--- config.mk ---
export PLATFORM = sky130hd
export DESIGN_NAME = mips_mem_arbiter_flat
export DESIGN_NICKNAME = d
export VERILOG_FILES = /design/src/rtl/mips_bus_pkg.sv /design/src/rtl/mips_mem_arbiter_if.sv /design/src/rtl/mips_arb_starve_counter.sv /design/src/rtl/mips_mem_arbiter.sv /design/src/flat_wrapper.sv
export SDC_FILE = /design/constraint.sdc
export NUM_CORES = 1
export LEC_CHECK = 0
export CAP_MARGIN = 20
export CELL_PAD_IN_SITES_DETAIL_PLACEMENT = 1
export CELL_PAD_IN_SITES_GLOBAL_PLACEMENT = 1
export CORE_ASPECT_RATIO = 1.25
export CORE_MARGIN = 2
export CORE_UTILIZATION = 11
export CTS_CLUSTER_DIAMETER = 40
export DETAILED_ROUTE_END_ITERATION = 10
export HOLD_SLACK_MARGIN = 0.12
export PLACE_DENSITY = 0.88
export SLEW_MARGIN = 20
export SYNTH_ARGS = -nofsm -noshare
export SYNTH_HDL_FRONTEND = slang
export SYNTH_SLANG_ARGS = --single-unit
export TNS_END_PERCENT = 1
--- constraint.sdc ---
create_clock -name clk -period 3.71 [get_ports clk]
set_clock_uncertainty 0.2 [all_clocks]
set_input_delay 0.742 -clock clk [delete_from_list [all_inputs] [get_ports clk]]
set_output_delay 0.742 -clock clk [all_outputs]
set_load 0.02 [all_outputs]
--- src/rtl/mips_bus_pkg.sv ---
// mips_bus_pkg: shared types and constants for the MIPS memory arbiter.
// Revision 1.0
`default_nettype none

package mips_bus_pkg;

  localparam int         AVM_ADDR_W = 32;
  localparam logic [3:0] BYTEEN_ALL = 4'hF;

  typedef enum logic [1:0] {
    ARB_IDLE   = 2'd0,
    ARB_READ_I = 2'd1,
    ARB_READ_D = 2'd2,
    ARB_WRITE  = 2'd3
  } arb_state_t;

endpackage

`default_nettype wire

--- src/rtl/mips_mem_arbiter_if.sv ---
// mips_mem_arbiter_if: requester ports (I-cache, D-cache, write buffer) and Avalon-MM master.
// Revision 1.0
`default_nettype none

interface mips_mem_arbiter_if
  import mips_bus_pkg::*;
();

  logic                  i_read;
  logic [AVM_ADDR_W-1:0] i_addr;
  logic [31:0]           i_readdata;
  logic                  i_waitrequest;

  logic                  d_read;
  logic [AVM_ADDR_W-1:0] d_addr;
  logic [31:0]           d_readdata;
  logic                  d_waitrequest;

  logic                  wb_write;
  logic [AVM_ADDR_W-1:0] wb_addr;
  logic [31:0]           wb_writedata;
  logic [3:0]            wb_byteenable;
  logic                  wb_full;
  logic                  wb_empty;
  logic                  wb_waitrequest;

  logic [AVM_ADDR_W-1:0] avm_address;
  logic                  avm_read;
  logic                  avm_write;
  logic [31:0]           avm_writedata;
  logic [3:0]            avm_byteenable;
  logic [31:0]           avm_readdata;
  logic                  avm_waitrequest;

  // Arbiter side: serves the requesters, masters the Avalon bus.
  modport master (
    input  i_read, i_addr, d_read, d_addr,
    input  wb_write, wb_addr, wb_writedata, wb_byteenable, wb_full, wb_empty,
    input  avm_readdata, avm_waitrequest,
    output i_readdata, i_waitrequest, d_readdata, d_waitrequest, wb_waitrequest,
    output avm_address, avm_read, avm_write, avm_writedata, avm_byteenable
  );

  // Environment side: requesters plus the Avalon slave.
  modport slave (
    output i_read, i_addr, d_read, d_addr,
    output wb_write, wb_addr, wb_writedata, wb_byteenable, wb_full, wb_empty,
    output avm_readdata, avm_waitrequest,
    input  i_readdata, i_waitrequest, d_readdata, d_waitrequest, wb_waitrequest,
    input  avm_address, avm_read, avm_write, avm_writedata, avm_byteenable
  );

endinterface

`default_nettype wire

--- src/rtl/mips_arb_starve_counter.sv ---
// mips_arb_starve_counter: saturating count of write grants taken while an instruction fetch waits.
// Revision 1.0
`default_nettype none

module mips_arb_starve_counter #(
  parameter int LIMIT    = 4,
  parameter int CNT_BITS = 3
) (
  input  logic clk,
  input  logic rst,
  input  logic inc_i,
  input  logic clr_i,
  output logic at_limit_o
);

  logic [CNT_BITS-1:0] cnt_q;
  logic [CNT_BITS-1:0] cnt_d;

  assign at_limit_o = (cnt_q == CNT_BITS'(LIMIT));

  always_comb begin
    cnt_d = cnt_q;
    if (clr_i) begin
      cnt_d = '0;
    end else if (inc_i && !at_limit_o) begin
      cnt_d = cnt_q + 1'b1;
    end
  end

  always_ff @(posedge clk) begin
    if (!rst) begin
      cnt_q <= '0;
    end else begin
      cnt_q <= cnt_d;
    end
  end

endmodule

`default_nettype wire

--- src/rtl/mips_mem_arbiter.sv ---
// mips_mem_arbiter: one-at-a-time Avalon-MM arbiter for I-fetch, D-read and write-buffer drain.
// Revision 1.0
`default_nettype none

module mips_mem_arbiter
  import mips_bus_pkg::*;
#(
  parameter int STARVE_LIMIT = 4,
  parameter int CNT_BITS     = 3
) (
  input  logic                clk,
  input  logic                rst,
  mips_mem_arbiter_if.master  bus,
  output logic [1:0]          state_out
);

  localparam logic [1:0] S_IDLE   = 2'(ARB_IDLE);
  localparam logic [1:0] S_READ_I = 2'(ARB_READ_I);
  localparam logic [1:0] S_READ_D = 2'(ARB_READ_D);
  localparam logic [1:0] S_WRITE  = 2'(ARB_WRITE);

  if ((1 << CNT_BITS) <= STARVE_LIMIT) begin : g_cnt_bits_check
    $error("CNT_BITS too narrow to hold STARVE_LIMIT");
  end

  logic [1:0] state_q;
  logic [1:0] state_d;
  logic       w_done;
  logic       w_at_limit;
  logic       w_starve_inc;
  logic       w_starve_clr;
  logic       w_done_i;
  logic       w_done_d;
  logic       w_done_wb;

  assign w_done    = (state_q != S_IDLE) && !bus.avm_waitrequest;
  assign w_done_i  = w_done && (state_q == S_READ_I);
  assign w_done_d  = w_done && (state_q == S_READ_D);
  assign w_done_wb = w_done && (state_q == S_WRITE);

  // Pending writes win over data reads so a read never overtakes a buffered store.
  always_comb begin
    state_d = state_q;
    case (state_q)
      S_IDLE: begin
        if (bus.i_read && w_at_limit) begin
          state_d = S_READ_I;
        end else if (bus.wb_write && (bus.wb_full || bus.d_read)) begin
          state_d = S_WRITE;
        end else if (bus.d_read && bus.wb_empty) begin
          state_d = S_READ_D;
        end else if (bus.i_read) begin
          state_d = S_READ_I;
        end else if (bus.wb_write) begin
          state_d = S_WRITE;
        end
      end
      default: begin
        if (w_done) begin
          state_d = S_IDLE;
        end
      end
    endcase
  end

  always_ff @(posedge clk) begin
    if (!rst) begin
      state_q <= S_IDLE;
    end else begin
      state_q <= state_d;
    end
  end

  assign w_starve_inc = w_done_wb && bus.i_read;
  assign w_starve_clr = w_done_i || ((state_q == S_IDLE) && !bus.i_read);

  mips_arb_starve_counter #(
    .LIMIT    (STARVE_LIMIT),
    .CNT_BITS (CNT_BITS)
  ) u_starve (
    .clk        (clk),
    .rst        (rst),
    .inc_i      (w_starve_inc),
    .clr_i      (w_starve_clr),
    .at_limit_o (w_at_limit)
  );

  always_comb begin
    bus.avm_address    = '0;
    bus.avm_read       = 1'b0;
    bus.avm_write      = 1'b0;
    bus.avm_writedata  = '0;
    bus.avm_byteenable = '0;
    case (state_q)
      S_READ_I: begin
        bus.avm_address    = bus.i_addr;
        bus.avm_read       = 1'b1;
        bus.avm_byteenable = BYTEEN_ALL;
      end
      S_READ_D: begin
        bus.avm_address    = bus.d_addr;
        bus.avm_read       = 1'b1;
        bus.avm_byteenable = BYTEEN_ALL;
      end
      S_WRITE: begin
        bus.avm_address    = bus.wb_addr;
        bus.avm_write      = 1'b1;
        bus.avm_writedata  = bus.wb_writedata;
        bus.avm_byteenable = bus.wb_byteenable;
      end
      default: ;
    endcase
  end

  assign bus.i_waitrequest  = bus.i_read   && !w_done_i;
  assign bus.d_waitrequest  = bus.d_read   && !w_done_d;
  assign bus.wb_waitrequest = bus.wb_write && !w_done_wb;
  assign bus.i_readdata     = w_done_i ? bus.avm_readdata : '0;
  assign bus.d_readdata     = w_done_d ? bus.avm_readdata : '0;
  assign state_out          = state_q;

endmodule

`default_nettype wire
--- src/flat_wrapper.sv ---
// flat-port wrapper written by rule: the top's interface ports become plain ports
module mips_mem_arbiter_flat import mips_bus_pkg::*;
#(
  parameter int STARVE_LIMIT = 4,
  parameter int CNT_BITS     = 3
)
  (clk, rst, state_out, bus_i_read, bus_i_addr, bus_d_read, bus_d_addr, bus_wb_write, bus_wb_addr, bus_wb_writedata, bus_wb_byteenable, bus_wb_full, bus_wb_empty, bus_avm_readdata, bus_avm_waitrequest, bus_i_readdata, bus_i_waitrequest, bus_d_readdata, bus_d_waitrequest, bus_wb_waitrequest, bus_avm_address, bus_avm_read, bus_avm_write, bus_avm_writedata, bus_avm_byteenable);
  mips_mem_arbiter_if bus_i ();
  input  logic clk;
  input  logic rst;
  output logic [1:0] state_out;
  input wire logic [$bits(bus_i.i_read)-1:0] bus_i_read;
  input wire logic [$bits(bus_i.i_addr)-1:0] bus_i_addr;
  input wire logic [$bits(bus_i.d_read)-1:0] bus_d_read;
  input wire logic [$bits(bus_i.d_addr)-1:0] bus_d_addr;
  input wire logic [$bits(bus_i.wb_write)-1:0] bus_wb_write;
  input wire logic [$bits(bus_i.wb_addr)-1:0] bus_wb_addr;
  input wire logic [$bits(bus_i.wb_writedata)-1:0] bus_wb_writedata;
  input wire logic [$bits(bus_i.wb_byteenable)-1:0] bus_wb_byteenable;
  input wire logic [$bits(bus_i.wb_full)-1:0] bus_wb_full;
  input wire logic [$bits(bus_i.wb_empty)-1:0] bus_wb_empty;
  input wire logic [$bits(bus_i.avm_readdata)-1:0] bus_avm_readdata;
  input wire logic [$bits(bus_i.avm_waitrequest)-1:0] bus_avm_waitrequest;
  output wire logic [$bits(bus_i.i_readdata)-1:0] bus_i_readdata;
  output wire logic [$bits(bus_i.i_waitrequest)-1:0] bus_i_waitrequest;
  output wire logic [$bits(bus_i.d_readdata)-1:0] bus_d_readdata;
  output wire logic [$bits(bus_i.d_waitrequest)-1:0] bus_d_waitrequest;
  output wire logic [$bits(bus_i.wb_waitrequest)-1:0] bus_wb_waitrequest;
  output wire logic [$bits(bus_i.avm_address)-1:0] bus_avm_address;
  output wire logic [$bits(bus_i.avm_read)-1:0] bus_avm_read;
  output wire logic [$bits(bus_i.avm_write)-1:0] bus_avm_write;
  output wire logic [$bits(bus_i.avm_writedata)-1:0] bus_avm_writedata;
  output wire logic [$bits(bus_i.avm_byteenable)-1:0] bus_avm_byteenable;
  assign bus_i.i_read = bus_i_read;
  assign bus_i.i_addr = bus_i_addr;
  assign bus_i.d_read = bus_d_read;
  assign bus_i.d_addr = bus_d_addr;
  assign bus_i.wb_write = bus_wb_write;
  assign bus_i.wb_addr = bus_wb_addr;
  assign bus_i.wb_writedata = bus_wb_writedata;
  assign bus_i.wb_byteenable = bus_wb_byteenable;
  assign bus_i.wb_full = bus_wb_full;
  assign bus_i.wb_empty = bus_wb_empty;
  assign bus_i.avm_readdata = bus_avm_readdata;
  assign bus_i.avm_waitrequest = bus_avm_waitrequest;
  assign bus_i_readdata = bus_i.i_readdata;
  assign bus_i_waitrequest = bus_i.i_waitrequest;
  assign bus_d_readdata = bus_i.d_readdata;
  assign bus_d_waitrequest = bus_i.d_waitrequest;
  assign bus_wb_waitrequest = bus_i.wb_waitrequest;
  assign bus_avm_address = bus_i.avm_address;
  assign bus_avm_read = bus_i.avm_read;
  assign bus_avm_write = bus_i.avm_write;
  assign bus_avm_writedata = bus_i.avm_writedata;
  assign bus_avm_byteenable = bus_i.avm_byteenable;
  mips_mem_arbiter #(.STARVE_LIMIT(STARVE_LIMIT), .CNT_BITS(CNT_BITS)) u_core (.clk(clk), .rst(rst), .bus(bus_i), .state_out(state_out));
endmodule
## Word-level counts from Yosys, hierarchy flattened

Cells that the tools add are included.
Widths: inputs -> output; s select.

- Flip-flop bits (word level): 5
- Bits of input ports: 172
- Output and inout port bits: 139
- Logic and storage cells: 50

- Multiplexer cells: 14
- Add/subtract/negate cells: 1
- Reduce and logical (&&, ||, !) cells: 27
- Bitwise logic cells: 1
- Equal/unequal tests: 5

Operators with widths:

| kind | count |
|---|---|
| $mux 32 | 3 |
| $pmux 32 s3 | 1 |
| $mux 2 | 7 |
| $logic_and 1x1->1 | 13 |
| $pmux 4 s2 | 1 |
| $logic_not 1->1 | 6 |
| $ne 6x3->1 const B | 1 |
| $eq 2x2->1 const B | 2 |
| $reduce_bool 2->1 | 2 |
| $reduce_or 2->1 | 2 |
| $add 3x1->3 const B | 1 |
| $eq 3x3->1 const B | 1 |
| $eq 2x1->1 const B | 1 |
| $logic_not 2->1 | 1 |
| $logic_or 1x1->1 | 2 |
| $mux 1 | 2 |
| $reduce_and 2->1 | 1 |
| $not 1->1 | 1 |

## Longest topological paths before layout

- Depth in word-level cells: 6
- Depth in mapped cells: 6
- Gate-level depth less buffers: 6

## Hierarchy

A second synthesis with hierarchy kept.

- Cells, all modules: 250
- Area total of the unflattened synthesis: 1694.1 um2

By module, submodules not included:

| module | instances | area each (um2) | cells an instance | sequential area each (um2) |
|---|---|---|---|---|
| mips_mem_arbiter | 1 | 1506.4 | 232 | 40.0 |
| mips_arb_starve_counter | 1 | 187.7 | 18 | 60.1 |

## Least setup slack after synthesis

OpenSTA, ideal clock, no wires.

- Path kind: reg2out
- From: register u_core.state_q[1], in the netlist u_core.state_out[1]
- To: output port bus_avm_address[10]
- Cell stages (with the launch flop): 6
- Path slack: 1124 ps
- Data arrival time: 1644 ps
- Path buffers: 2
- Cell sequence: dfxtp_1 ha_1 buf_4 clkbuf_1 a222oi_1 nor2_1

- Longest elaborated chain between the ends: 2

RTL lines:

| what | line | source |
|---|---|---|
| start: declaration | mips_mem_arbiter.sv:26 | `logic [1:0] state_q;` |
| start signal: assignment | mips_mem_arbiter.sv:70 | `state_q <= state_d;` |
| $eq 2x2->1 / $eq 2x1->1 (equally long branches) | mips_mem_arbiter.sv:94 | `case (state_q)` |
| $pmux 32 s3 (*) | mips_mem_arbiter.sv:94 |  |
| end: declaration | flat_wrapper.sv:29 | `output wire logic [$bits(bus_i.avm_address)-1:0] bus_avm_address;` |

Mark *: on every way between the ends. The rest lies on a longest branch, timed or not.

## Worst setup path in the final report

- From: register u_core.state_q[0], in the netlist u_core.state_out[0]
- To: output port bus_avm_address[10]

Same word-level chain as after synthesis.

==> run metrics <==
status finished, final reports clean; unrepaired setup endpoints after global routing no; power after layout roughly 1.5 mW; largest net degree at the start of global routing 67; post-synthesis to final-layout area growth 205.8%; number of design-rule violations left by the first detailed-router iteration 192; vias after detailed routing roughly 3200; multiplexer share of the synthesized area 0.01845; end-of-flow core utilization 0.3455; Highest Clock Rate 290.8 MHz; hpwl dp around 10000 µm; summed instance area of the synthesized netlist around 1600 µm²; number of synthesized register bits 5; post-CTS setup buffer count 0; max-cap viol count 0; Detailed Routing Iterations Pass 1 7; DIE HEIGHT between 100 and 150 µm; # clock sinks 5; Worst setup SP type flip-flop; element type at the critical path end output port; number of synthesized flops with an enable pin 0; count of antenna-violating nets left after detailed routing 0; global-route total usage across every layer 0.1429; final standard cell area without fillers about 5000 µm²; number of buffers created by CTS 3; die outline area approximately 16000 µm²; worst path arrival time 2.50 ns; GR Overflow Total 0; antenna diode count 0; CTS HTree Levels 1; final hold violations 0; vias per cell around 4.5; worst min-delay path category flip-flop to flip-flop; share of layout cells above drive strength 1 0.02439; Max clock buf depth 2; number of antenna violations at the first check in global routing 0; xor and xnor fraction of the mapped netlist area 0.01076; Post-Route Setup TNS 0 ns; synthesized instance count 247; library cells used by synthesis 26; power density relative to cell area 298.1 nW/µm²; width of the die between 100 and 150 µm; leakage power of the design 1.986 nW; share of the synthesized area in compound gates (AO/OA/AOI/OAI) 0.2275; top_reg_cell synth sky130_fd_sc_hd__dfxtp_1; share of flip-flops with an asynchronous set or reset 0; Register-to-Register Setup Slack approximately 1.6 ns; root buffer selected by CTS sky130_fd_sc_hd__clkbuf_16; worst supply voltage drop on vdd 255.9 µV; least setup slack across all paths after layout 0.2708 ns; number of max-slew violations in the final report 0; global-route wire length before repair around 18000 µm; TritonCTS clock tree done; Finished Layout Cells 711; Initial Util 0.1130; count of hold buffers inserted by post-cts repair 0; WHS between 0.3 and 0.4 ns; type of the setup path with the least slack flip-flop to output port; WP data required 2.77 ns; routed wire length between 10000 and 15000 µm; most frequent standard cell in the layout excluding fill and tap cells sky130_fd_sc_hd__clkdlybuf4s50_1; clock transition time at the flip-flop clock pins of the worst setup and hold paths approximately 0.030 ns; I/O pin count 311; sequential-to-total area share from yosys stat 0.06149; via count of the first global-routing pass 3468; total number of nets in the final design just over 700; Placement Cell Area 4898 µm²; post-cts repair resize count 0; post-route DRC violation count 0; average wire per cell in the routed design approximately 17 µm; crit share post-route 0.9270; time the worst path needs with I/O delays and setup between 3 and 4 ns; Core Rows between 40 and 50; net count after synthesis approximately 430; synthesized-area fraction occupied by adder cells 0.05380; area fraction in and, or, nand and nor cells after synthesis 0.5219; Post-Place Worst Slack ~0.29 ns; setup violation total in the final timing report 0; fillcell total ~1700; number of input and output port buffers inserted 310; Post-Place Cells ~700; commonest cells after routing, fill and taps aside sky130_fd_sc_hd__clkdlybuf4s50_1 (310), sky130_fd_sc_hd__and3_1 (64), sky130_fd_sc_hd__nor2_1 (40); biggest fanout along the worst timing path 35; Max transition margin 0.5810; total of warnings raised by yosys 0; Clock Latency Late Sink 0.23 ns; final RePlAce weighted congestion between 0.7 and 0.8; Core Footprint approximately 14000 µm²; mean post-synth cell area about 6.6 µm²; dominant combinational cell family by area after synthesis simple AND/OR/NAND/NOR gates; Slew @ Worst Pin between 0.6 and 0.7 ns
==> cell usage after synthesis (2+ instances only) <==
library cell	count	area (µm²)
sky130_fd_sc_hd__ha_1	7	87.58
sky130_fd_sc_hd__dfxtp_1	5	100.1
sky130_fd_sc_hd__nand4_1	3	18.77
sky130_fd_sc_hd__a222oi_1	32	320.3
sky130_fd_sc_hd__o21ai_0	2	10.01
sky130_fd_sc_hd__mux2i_1	3	30.03
sky130_fd_sc_hd__nor2_1	41	153.9
sky130_fd_sc_hd__and3_1	64	400.4
sky130_fd_sc_hd__buf_2	9	45.04
sky130_fd_sc_hd__buf_4	6	45.04
sky130_fd_sc_hd__a21oi_1	5	25.02
sky130_fd_sc_hd__nand3_1	2	10.01
sky130_fd_sc_hd__nand2_1	3	11.26
sky130_fd_sc_hd__inv_1	4	15.01
sky130_fd_sc_hd__and2_1	33	206.5
sky130_fd_sc_hd__clkbuf_1	18	67.56
==> layer usage <==
layer  vias to the layer above  GRT usage  part of all wire
li1                       1496          -                 -
met1                      1509     0.1560              0.35
met2                       199     0.2818              0.54
met3                        17    0.02640             0.088
met4                         0    0.02953             0.018
met5                         -          0                 0
==> critical path: stages (launching register included) <==
cell and delay (ns):
sky130_fd_sc_hd__dfxtp_1 0.35, sky130_fd_sc_hd__inv_1 0.12, sky130_fd_sc_hd__ha_2 0.60, sky130_fd_sc_hd__buf_12 0.27
sky130_fd_sc_hd__a222oi_1 0.14, sky130_fd_sc_hd__nor2_1 0.15, sky130_fd_sc_hd__clkdlybuf4s50_1 0.62
==> power breakdown <==
| group | total (mW) | internal (mW) | switching [mW] |
|---|---|---|---|
| logic | 1.23 | 0.593 | 0.640 |
| registers | 0.0698 | 0.0604 | 0.00931 |
| clock network | 0.180 | 0.143 | 0.0377 |
==> path summary, 6_finish.rpt <==
| check | end | depth (start not counted) | start |
|---|---|---|---|
| worst max register to register | u_core.u_starve.cnt_q[1] | 5 | u_core.state_out[0] |
| worst min-delay path | u_core.state_out[1] | 2 | u_core.state_out[1] |
| worst max-delay path | bus_avm_address[10] | 6 | u_core.state_out[0] |
| worst min register to register | u_core.state_out[1] | 2 | u_core.state_out[1] |
==> cells by family after synthesis <==
kind of cell | Yosys count
flip-flops | 5
AND/OR/NAND/NOR | 152
adder cells (fa/ha/maj) | 7
XOR/XNOR | 2
AO/OA/AOI/OAI | 41
multiplexers | 3
buffers and inverters | 37
==> sequential cells by signal (all words and copies together), names as in the netlist <==
register and count:
u_core.u_starve.cnt_q 3, u_core.state_out 2
==> cell type report <==
type	count	area (µm²)	area share
clock buffers	4	78.83	0.01584
inverters	4	15.01	0.003017
multi-input cells	205	1370	0.2753
flip-flops and latches	5	100.1	0.02011
well taps	178	222.7	0.04475
repair buffers	315	3191	0.6410
Note: power is estimated with default switching activity, not from simulation.
